`src/rtl/isp_pkg.sv`:
```
// isp_pkg: shared types and constants for the ISP frame-buffer blocks.
//   - Default active resolution (1920x1080).
//   - RGB565 field positions (R 15:11, G 10:5, B 4:0).
//   - fb_rd_state_t: frame reader FSM states.
//   - rgb565_to_888: bit-replicating expansion to RGB888.
package isp_pkg;

    localparam int unsigned DEF_H_ACTIVE = 1920;
    localparam int unsigned DEF_V_ACTIVE = 1080;

    localparam int unsigned RGB565_R_MSB = 15;
    localparam int unsigned RGB565_R_LSB = 11;
    localparam int unsigned RGB565_G_MSB = 10;
    localparam int unsigned RGB565_G_LSB = 5;
    localparam int unsigned RGB565_B_MSB = 4;
    localparam int unsigned RGB565_B_LSB = 0;

    typedef enum logic [1:0] {
        IDLE,
        FETCH,
        DRAIN
    } fb_rd_state_t;

    // Replicate the top bits of each field into the new LSBs so that full
    // scale maps to 8'hFF and zero stays zero.
    function automatic logic [23:0] rgb565_to_888(input logic [15:0] d);
        logic [7:0] r;
        logic [7:0] g;
        logic [7:0] b;
        r = {d[RGB565_R_MSB:RGB565_R_LSB], d[RGB565_R_MSB -: 3]};
        g = {d[RGB565_G_MSB:RGB565_G_LSB], d[RGB565_G_MSB -: 2]};
        b = {d[RGB565_B_MSB:RGB565_B_LSB], d[RGB565_B_MSB -: 3]};
        return {r, g, b};
    endfunction

endpackage

```
`src/rtl/fb_rd_fifo.sv`:
```
// fb_rd_fifo: synchronous first-word-fall-through FIFO with occupancy count.
// Ports:
//   clk, rst_n      clock, asynchronous active-low reset (empties the FIFO)
//   push, wdata     write strobe and data; a push while full is dropped
//   pop             read strobe; ignored while empty
//   rdata           head entry (zero while empty)
//   empty, full     status flags
//   cnt             number of stored entries (0..DEPTH)
module fb_rd_fifo #(
    parameter int unsigned WIDTH = 16,
    parameter int unsigned DEPTH = 16,
    localparam int unsigned AW = $clog2(DEPTH)
) (
    input  logic             clk,
    input  logic             rst_n,
    input  logic             push,
    input  logic [WIDTH-1:0] wdata,
    input  logic             pop,
    output logic [WIDTH-1:0] rdata,
    output logic             empty,
    output logic             full,
    output logic [AW:0]      cnt
);

    logic [WIDTH-1:0] mem [DEPTH];
    logic [AW-1:0]    wr_ptr_q;
    logic [AW-1:0]    rd_ptr_q;
    logic [AW:0]      cnt_q;
    logic             do_push;
    logic             do_pop;

    assign empty   = (cnt_q == '0);
    assign full    = (cnt_q == (AW+1)'(DEPTH));
    assign cnt     = cnt_q;
    assign do_push = push && !full;
    assign do_pop  = pop && !empty;
    assign rdata   = empty ? '0 : mem[rd_ptr_q];

    always_ff @(posedge clk) begin
        if (do_push) begin
            mem[wr_ptr_q] <= wdata;
        end
    end

    always_ff @(posedge clk or negedge rst_n) begin
        if (!rst_n) begin
            wr_ptr_q <= '0;
            rd_ptr_q <= '0;
            cnt_q    <= '0;
        end else begin
            if (do_push) begin
                wr_ptr_q <= wr_ptr_q + AW'(1);
            end
            if (do_pop) begin
                rd_ptr_q <= rd_ptr_q + AW'(1);
            end
            unique case ({do_push, do_pop})
                2'b10:   cnt_q <= cnt_q + (AW+1)'(1);
                2'b01:   cnt_q <= cnt_q - (AW+1)'(1);
                default: cnt_q <= cnt_q;
            endcase
        end
    end

endmodule

```
`src/rtl/fb_reader.sv`:
```
// fb_reader: frame-buffer read engine. Fetches H_ACTIVE*V_ACTIVE RGB565
// pixels from BASE_ADDR upward over a split request/return read port,
// buffers them, and streams them out with frame/line markers.
// Ports:
//   clk, rst_n                  clock, asynchronous active-low reset
//   start                       frame start pulse (honoured in IDLE only)
//   busy                        high while fetching or draining
//   rd_req/rd_addr/rd_gnt       read request channel
//   rd_rvalid/rd_rdata          in-order read return channel
//   pix_valid/pix_rdy/pix_data  pixel stream (FWFT)
//   pix_r/pix_g/pix_b           RGB888 expansion of pix_data
//   pix_sof/pix_eol/pix_eof     markers, qualified by pix_valid
//   frame_done                  one-cycle pulse after the last pixel pops
//   ovf_err                     sticky: return arrived with FIFO full
module fb_reader
    import isp_pkg::*;
#(
    parameter int unsigned H_ACTIVE   = DEF_H_ACTIVE,
    parameter int unsigned V_ACTIVE   = DEF_V_ACTIVE,
    parameter logic [31:0] BASE_ADDR  = 32'h0,
    parameter int unsigned FIFO_DEPTH = 16
) (
    input  logic        clk,
    input  logic        rst_n,
    input  logic        start,
    output logic        busy,
    output logic        rd_req,
    output logic [31:0] rd_addr,
    input  logic        rd_gnt,
    input  logic        rd_rvalid,
    input  logic [15:0] rd_rdata,
    output logic        pix_valid,
    input  logic        pix_rdy,
    output logic [15:0] pix_data,
    output logic [7:0]  pix_r,
    output logic [7:0]  pix_g,
    output logic [7:0]  pix_b,
    output logic        pix_sof,
    output logic        pix_eol,
    output logic        pix_eof,
    output logic        frame_done,
    output logic        ovf_err
);

    localparam int unsigned CW        = $clog2(FIFO_DEPTH) + 1;
    localparam logic [31:0] LAST_ADDR = BASE_ADDR + 32'(H_ACTIVE * V_ACTIVE) - 32'd1;

    fb_rd_state_t  state_q;
    logic [31:0]   rd_addr_q;
    logic [CW-1:0] outstanding_q;
    logic [11:0]   h_cnt_q;
    logic [11:0]   v_cnt_q;
    logic          frame_done_q;
    logic          ovf_err_q;

    logic [CW-1:0] fifo_cnt;
    logic          fifo_empty;
    logic          fifo_full;
    logic [CW:0]   inflight;
    logic          grant;
    logic          pop;
    logic          h_last;
    logic          v_last;

    // Credit: never request more than the FIFO can absorb, counting data
    // already stored plus data still on its way back.
    assign inflight = {1'b0, fifo_cnt} + {1'b0, outstanding_q};
    assign rd_req   = (state_q == FETCH) && (inflight < (CW+1)'(FIFO_DEPTH));
    assign rd_addr  = rd_addr_q;
    assign grant    = rd_req && rd_gnt;
    assign busy     = (state_q != IDLE);

    assign pix_valid = !fifo_empty;
    assign pop       = pix_valid && pix_rdy;
    assign h_last    = (h_cnt_q == 12'(H_ACTIVE - 1));
    assign v_last    = (v_cnt_q == 12'(V_ACTIVE - 1));
    assign pix_sof   = pix_valid && (h_cnt_q == '0) && (v_cnt_q == '0);
    assign pix_eol   = pix_valid && h_last;
    assign pix_eof   = pix_eol && v_last;

    assign {pix_r, pix_g, pix_b} = rgb565_to_888(pix_data);
    assign frame_done = frame_done_q;
    assign ovf_err    = ovf_err_q;

    fb_rd_fifo #(
        .WIDTH(16),
        .DEPTH(FIFO_DEPTH)
    ) u_fifo (
        .clk  (clk),
        .rst_n(rst_n),
        .push (rd_rvalid),
        .wdata(rd_rdata),
        .pop  (pop),
        .rdata(pix_data),
        .empty(fifo_empty),
        .full (fifo_full),
        .cnt  (fifo_cnt)
    );

    always_ff @(posedge clk or negedge rst_n) begin
        if (!rst_n) begin
            state_q       <= IDLE;
            rd_addr_q     <= BASE_ADDR;
            outstanding_q <= '0;
            h_cnt_q       <= '0;
            v_cnt_q       <= '0;
            frame_done_q  <= 1'b0;
            ovf_err_q     <= 1'b0;
        end else begin
            frame_done_q <= 1'b0;

            unique case ({grant, rd_rvalid})
                2'b10:   outstanding_q <= outstanding_q + CW'(1);
                2'b01:   outstanding_q <= outstanding_q - CW'(1);
                default: outstanding_q <= outstanding_q;
            endcase

            if (rd_rvalid && fifo_full) begin
                ovf_err_q <= 1'b1;
            end

            if (pop) begin
                if (h_last) begin
                    h_cnt_q <= '0;
                    v_cnt_q <= v_last ? '0 : v_cnt_q + 12'd1;
                end else begin
                    h_cnt_q <= h_cnt_q + 12'd1;
                end
            end

            unique case (state_q)
                IDLE: begin
                    if (start) begin
                        state_q   <= FETCH;
                        rd_addr_q <= BASE_ADDR;
                        h_cnt_q   <= '0;
                        v_cnt_q   <= '0;
                        ovf_err_q <= 1'b0;
                    end
                end
                FETCH: begin
                    // Hold the last address rather than running past the frame.
                    if (grant) begin
                        if (rd_addr_q == LAST_ADDR) begin
                            state_q <= DRAIN;
                        end else begin
                            rd_addr_q <= rd_addr_q + 32'd1;
                        end
                    end
                end
                DRAIN: begin
                    if (pop && pix_eof) begin
                        state_q      <= IDLE;
                        frame_done_q <= 1'b1;
                    end
                end
                default: state_q <= IDLE;
            endcase
        end
    end

endmodule

```
`config.mk`:
```
export PLATFORM = sky130hd
export DESIGN_NAME = fb_reader
export DESIGN_NICKNAME = d
export VERILOG_FILES = /design/src/rtl/isp_pkg.sv /design/src/rtl/fb_rd_fifo.sv /design/src/rtl/fb_reader.sv
export SDC_FILE = /design/constraint.sdc
export NUM_CORES = 1
export LEC_CHECK = 0
export BUFFER_PORTS_ARGS = -buffer_cell sky130_fd_sc_hd__buf_4
export CORE_UTILIZATION = 60
export DETAILED_ROUTE_END_ITERATION = 8
export GPL_TIMING_DRIVEN = 0
export PLACE_DENSITY = 0.78
export SYNTH_ARGS = -nofsm -noshare
export SYNTH_HDL_FRONTEND = slang
export SYNTH_HIERARCHICAL = 1
export SYNTH_SLANG_ARGS = --single-unit
```
`constraint.sdc`:
```
create_clock -name clk -period 5.15 [get_ports clk]
set_input_delay 1.545 -clock clk [delete_from_list [all_inputs] [get_ports clk]]
set_output_delay 1.545 -clock clk [all_outputs]
set_load 0.05 [all_outputs]
```
# Yosys cells after proc, flatten, opt, wreduce, memory -nomap -nowiden
# Memories as Yosys holds them, arrays and structs flattened.
# Index checks and enable logic that the tools add are counted.
dict set report totals {
  n_memories 1
  register_bits 78
  ram_bits 256
  mem_bits_ro 0
  latch_bits 0
  wordCells 88
  inputBits 22
}
# name depth word_bits read_ports rd_ports_with_merged_regs wr line
set memory_table {}
lappend memory_table {u_fifo.mem 16 16 1 0 1 fb_rd_fifo.sv:25} ;# logic [WIDTH-1:0] mem [DEPTH];
dict set report op_classes {
  shift 0
  add_sub_neg 10
  eq_ne 15
  n_reduce_logical 23
  bitwise 0
  mux 28
  mul 0
  magnitude_cmp 1
  div 0
}
# cell count
set op_table {}
lappend op_table {{$mux W12} 9}
lappend op_table {{$mux W32} 3}
lappend op_table {{$pmux W32 S2} 1}
lappend op_table {{$add A32 B1 Y32 const B} 1}
lappend op_table {{$eq A32 B21 Y1 const B} 1}
lappend op_table {{$add A12 B1 Y12 const B} 2}
lappend op_table {{$eq A12 B11 Y1 const B} 2}
lappend op_table {{$logic_not A12 Y1} 2}
lappend op_table {{$pmux W5 S2} 2}
lappend op_table {{$mux W16} 1}
lappend op_table {{$logic_and A1 B1 Y1} 11}
lappend op_table {{$add A5 B1 Y5 const B} 2}
lappend op_table {{$sub A5 B1 Y5 const B} 2}
lappend op_table {{$add A4 B1 Y4 const B} 2}
lappend op_table {{$mux W2} 4}
lappend op_table {{$ne A2 B2 Y1 const B} 4}
lappend op_table {{$reduce_and A4 Y1} 2}
lappend op_table {{$reduce_bool A2 Y1} 4}
lappend op_table {{$mux W1} 7}
lappend op_table {{$add A5 B5 Y6} 1}
lappend op_table {{$eq A2 B1 Y1 const B} 3}
lappend op_table {{$eq A2 B2 Y1 const B} 3}
lappend op_table {{$lt A6 B5 Y1 const B} 1}
lappend op_table {{$pmux W2 S3} 1}
lappend op_table {{5 further kinds} 6}

# Longest topological paths before layout
dict set report depth {
  ltp_word 7
  ltp_mapped 17
  ltp_nobuf 12
}

# Cells and area by module
# Netlist, hierarchy kept.
# mod area_per_inst_um2 n_inst cells_per_inst
set modules_own_cells {}
lappend modules_own_cells {fb_rd_fifo 10776.6 1 517}
lappend modules_own_cells {fb_reader 4195.3 1 458}

# Worst setup path after synthesis
# Ideal clock, no wire load.
dict set report synth_path {
  path_type {register to output}
  start {reg u_fifo.rd_ptr_q[3]}
  end {out pix_g[0]}
  t_arrival_ps 2847
  n_path_buf 5
  path_stages_with_launch 8
  t_required_ps 3605
  slack_ps 758
  cell_sequence {dfrtp_1 buf_4 buf_4 buf_4 buf_4 mux2i_1 a211oi_1 buf_4}
}
dict set report synth_between {
  elab_chain_cells 2
}
# item line
set synth_lines {}
lappend synth_lines {{from (decl)} fb_rd_fifo.sv:27} ;# logic [AW-1:0] rd_ptr_q;
lappend synth_lines {{from (signal assigned)} fb_rd_fifo.sv:55} ;# rd_ptr_q <= rd_ptr_q + AW'(1);
lappend synth_lines {{$mem_v2 Z16 W16} -}
lappend synth_lines {{$mux W16} fb_rd_fifo.sv:37} ;# assign rdata = empty ? '0 : mem[rd_ptr_q];
lappend synth_lines {{to (decl)} fb_reader.sv:36} ;# output logic [7:0] pix_g,
# Every way passes these cells.

# Worst setup path after layout
dict set report layout_path {
  start {reg u_fifo.cnt_q[1] (netlist: u_fifo/cnt[1])}
  end {reg u_fifo.cnt_q[4] (netlist: u_fifo/cnt[4])}
}
dict set report layout_between {
  elab_chain_cells 6
}
# item line
set layout_lines {}
lappend layout_lines {{from (decl)} fb_rd_fifo.sv:28} ;# logic [AW:0] cnt_q;
lappend layout_lines {{from (signal assigned)} fb_rd_fifo.sv:58} ;# 2'b10: cnt_q <= cnt_q + (AW+1)'(1);
lappend layout_lines {{from (signal assigned)} fb_rd_fifo.sv:59} ;# 2'b01: cnt_q <= cnt_q - (AW+1)'(1);
lappend layout_lines {{from (signal assigned)} fb_rd_fifo.sv:60} ;# default: cnt_q <= cnt_q;
lappend layout_lines {{$logic_not A5 Y1 *} fb_rd_fifo.sv:32} ;# assign empty = (cnt_q == '0);
lappend layout_lines {{via fifo_empty} fb_reader.sv:57} ;# logic fifo_empty;
lappend layout_lines {{$logic_not A1 Y1 *} fb_reader.sv:73} ;# assign pix_valid = !fifo_empty;
lappend layout_lines {{$logic_and A1 B1 Y1 *} fb_reader.sv:74} ;# assign pop = pix_valid && pix_rdy;
lappend layout_lines {{via pop} fb_reader.sv:61} ;# logic pop;
lappend layout_lines {{$logic_and A1 B1 Y1 *} fb_rd_fifo.sv:36} ;# assign do_pop = pop && !empty;
lappend layout_lines {{via u_fifo.do_pop} fb_rd_fifo.sv:30} ;# logic do_pop;
lappend layout_lines {{$eq A2 B1 Y1 / $eq A2 B2 Y1 (equally long branches)} fb_rd_fifo.sv:57} ;# unique case ({do_push, do_pop})
lappend layout_lines {{$pmux W5 S2 / $reduce_bool A2 Y1 (equally long branches)} -}
# The timed path passes the listed nets; every way through them passes the cells marked *.
# A chain may end at the register's enable or synchronous reset.

==> impl_metrics.yaml <==
global_route:
  grt_overflow: 0
  grt_max_degree: 79
  busiest_layer: "met2"
  grt_use_met2: 0.4642
  grt_util_met3: 0.04234
  antenna_found_initial: 0
  grt_pass1_wl_um: 53560
  use_met1: 0.3687
  grt_usage: 0.2760
  grt_pass1_vias: 9534
drt:
  via_count: 9442
  first_pass_iters: 5
  viasPerCell: 6.350
  drt-initial-drc-count: 1197
  drt-wirelength-per-cell_um: 23.35
  drcViolationCount: 0
  wl_um: 34720
  ant_nets: 0
critical_path:
  max_stage_delay_ns: 0.51
  end_kind: "register"
  critical_path_class: "reg -> reg"
  crit_slowest_cell: "nor4_2"
  cp-start-kind: "register"
  worstPathArrival_ns: 5.24
  crit_chain: "nor4_2 -> and2_1 -> buf_2 -> buf_2 -> nand2b_1 -> clkbuf_1 -> clkinvlp_4 -> buf_4 -> a21boi_1 -> ha_1 -> clkbuf_1 -> xor2_1 -> ha_1 -> o211a_1 -> or4_1 -> o2111ai_1 -> a311oi_1"
  cpLargestDelayFamily: "buffers and inverters"
  cp.required_ns: 5.52
  crit_fanout: 12
  worst-path-buf-inv: 6
synth:
  syn_area_um2: 14970
  ys_async_sr_fraction: 0.2335
  synth-edff-count: 256
  synth-seq-cells: 334
  netlist.area_leader.share: 0.5135
  synth-main-ff-cell: "edfxtp_1"
  ys_warn_count: 6
  synth_top_cells_by_area: "edfxtp_1 51%, dfrtp_1 13%, mux4_2 8.7%"
  yosysTopAreaCell: "edfxtp_1"
  syn_area_per_cell_um2: 15.36
  synth_cells: 975
  yosys.cell_types.count: 78
  ys_seq_area_frac: 0.6438
  syn_nets: 1020
sta:
  worst_pin_slew_ns: 1.034
  setup_tns_ns: 0
  clock.fmax_ghz: 0.2055
  rsz0062_at_grt: "false"
  setup_viol: 0
  setup_slack_ns: 0.2837
  slew_headroom: 0.3110
  fin_crit_ns: 4.866
  hold_viol: 0
  layout_worst_path_cycle_share: 0.9449
  slew_violations: 0
  fin_skew_ns: 0.01766
power:
  clock_power_share: 0.233
  p_total_w: 0.01114
  swShare: 0.4010
  vdd_drop_max_v: 0.001198
  p_sw_w: 0.004465
  combPwrFrac: 0.459
  p_seq_frac: 0.308
  power_density_nw_per_um2: 631.0
  p_leak_nw: 6.555
  internal-power_w: 0.006670
final_layout:
  drive_above_1_share: 0.2855
  fin_nets: 1181
  area_delta_synth_final_pct: 17.86
  antenna_cells: 0
  design_area_um2: 17650
  instances_no_fill: 1487
placement:
  place_congestion: 0.8878
  dp.cells: 1418
  place.detailed.hpwl_um: 22670
  pre_cts_ws_ns: 0.1868
  io_buffers: 101
  dpl_cell_area_um2: 16420
outcome:
  status: "complete, no violations"
clocking:
  clk_latency_ns: 0.53
  cts_tree: "done"
  clock_sinks: 334
  cts_root_buf: "clkbuf_16"
  htree_levels: 2
  cts_buffers: 35
  cts_buffer_depth: 3
  ctsHoldBuffers: 0
  path_clk_slew_ns: 0.06
flow_run:
  maxCapViolations: 0
floorplanning:
  ios: 102
  core_area_um2: 24390
  start_util: 0.6138
  die_w_um: 160.0
  die_y_um: 160.0
  rows: 57
  dieArea_um2: 25590
min_path:
  worstHoldPathType: "reg -> reg"
[cell families (layout without fill, tap and decap cells)]
| family | after synthesis | after routing | synth area share |
|---|---|---|---|
| compound gates | 135 | 135 | 0.06677 |
| xor+xnor | 27 | 27 | 0.01579 |
| fa+ha+maj | 23 | 23 | 0.01972 |
| buf+inv | 98 | 286 | 0.04061 |
| flops | 334 | 334 | 0.6438 |
| mux | 87 | 87 | 0.1111 |
| simple gates | 271 | 271 | 0.1021 |
[cells in the final DEF (no fill, tap or decap), types with 18 or more instances in the layout]
cell type	n
nand3_1	28
a211oi_1	30
mux2i_1	23
clkbuf_1	21
nor2_1	28
mux4_2	58
clkbuf_16	35
dfrtp_1	78
o21ai_0	21
and3_1	23
ha_1	22
nand2_1	42
a21oi_1	19
nor3_1	22
buf_4	145
inv_1	23
nor2b_1	18
edfxtp_1	256
[sequential cells by signal, indices dropped and copies added, names as in the netlist]
name,count
ovf_err,1
outstanding_q,5
rd_addr,32
v_cnt_q,12
frame_done,1
u_fifo/wr_ptr_q,4
u_fifo/mem,256
h_cnt_q,12
state_q,2
u_fifo/rd_ptr_q,4
u_fifo/cnt,5
[cell type report]
class,instances,area [um^2]
Clock buffer,40,904.6
Inverter,24,93.84
Multi-Input combinational cell,543,4775
Fill cell,1506,6745
Buffer,74,518.0
Sequential cell,334,9639
Timing Repair Buffer,124,1032
Clock inverter,24,277.8
Tap cell,324,405.4
[per-layer routing]
metal	routed length, um	part of all wire
met3	2399	0.069
met5	0	0
met2	17280	0.50
met1	14110	0.41
met4	922	0.027
[synthesized netlist by cell type, types with 17 or more instances]
master / instances
nand3_1: 28
buf_4: 38
nor3_1: 26
ha_1: 22
a211oi_1: 30
mux2i_1: 23
dfrtp_1: 78
mux4_2: 58
nor2_1: 40
clkbuf_1: 17
inv_1: 23
o21ai_0: 21
and3_1: 23
a21oi_1: 19
nand2_1: 42
edfxtp_1: 256
nor2b_1: 18
nand4_1: 17
[power by group through the flow]
stage | logic, W | registers (W) | clock network [W]
detailed placement | 0.00506 | 0.00348 | 0
CTS | 0.00512 | 0.00343 | 0.00261
global route | 0.00535 | 0.00346 | 0.00271
finish | 0.00511 | 0.00343 | 0.00259
floorplan | 0.00356 | 0.00353 | 0
global placement | 0.00489 | 0.00347 | 0
[what timing repair did]
item	in CTS	in global routing
resized for setup	0	1
buffers inserted	0	5
endpoints found under the setup margin	0	1
[through the flow]
stage	utilization	hold WS (ns)
6_report	0.7235	0.4738
5_1_grt	0.7235	0.5227
4_1_cts	0.7218	0.4764
3_5_place_dp	0.6733	0.4658
3_3_place_gp	0.6615	0.4739
2_1_floorplan	-	0.4480
[worst paths after layout]
check                                        startpoint                           end  slack (ns)  depth (start not counted)
min reg2reg                outstanding_q[4]$_DFFE_PN0P_  outstanding_q[4]$_DFFE_PN0P_        0.47                          1
min in group asynchronous                         rst_n       rd_addr[26]$_DFFE_PN0P_        1.21                          1
max                           u_fifo/cnt[1]$_DFFE_PN0P_     u_fifo/cnt[4]$_DFFE_PN0P_        0.28                         17
min                        outstanding_q[4]$_DFFE_PN0P_  outstanding_q[4]$_DFFE_PN0P_        0.47                          1
max reg2reg                   u_fifo/cnt[1]$_DFFE_PN0P_     u_fifo/cnt[4]$_DFFE_PN0P_        0.28                         17
max in group asynchronous                         rst_n          h_cnt_q[7]$_DFF_PN0_        3.27                          1
Note: power is estimated with default switching activity, not from simulation.
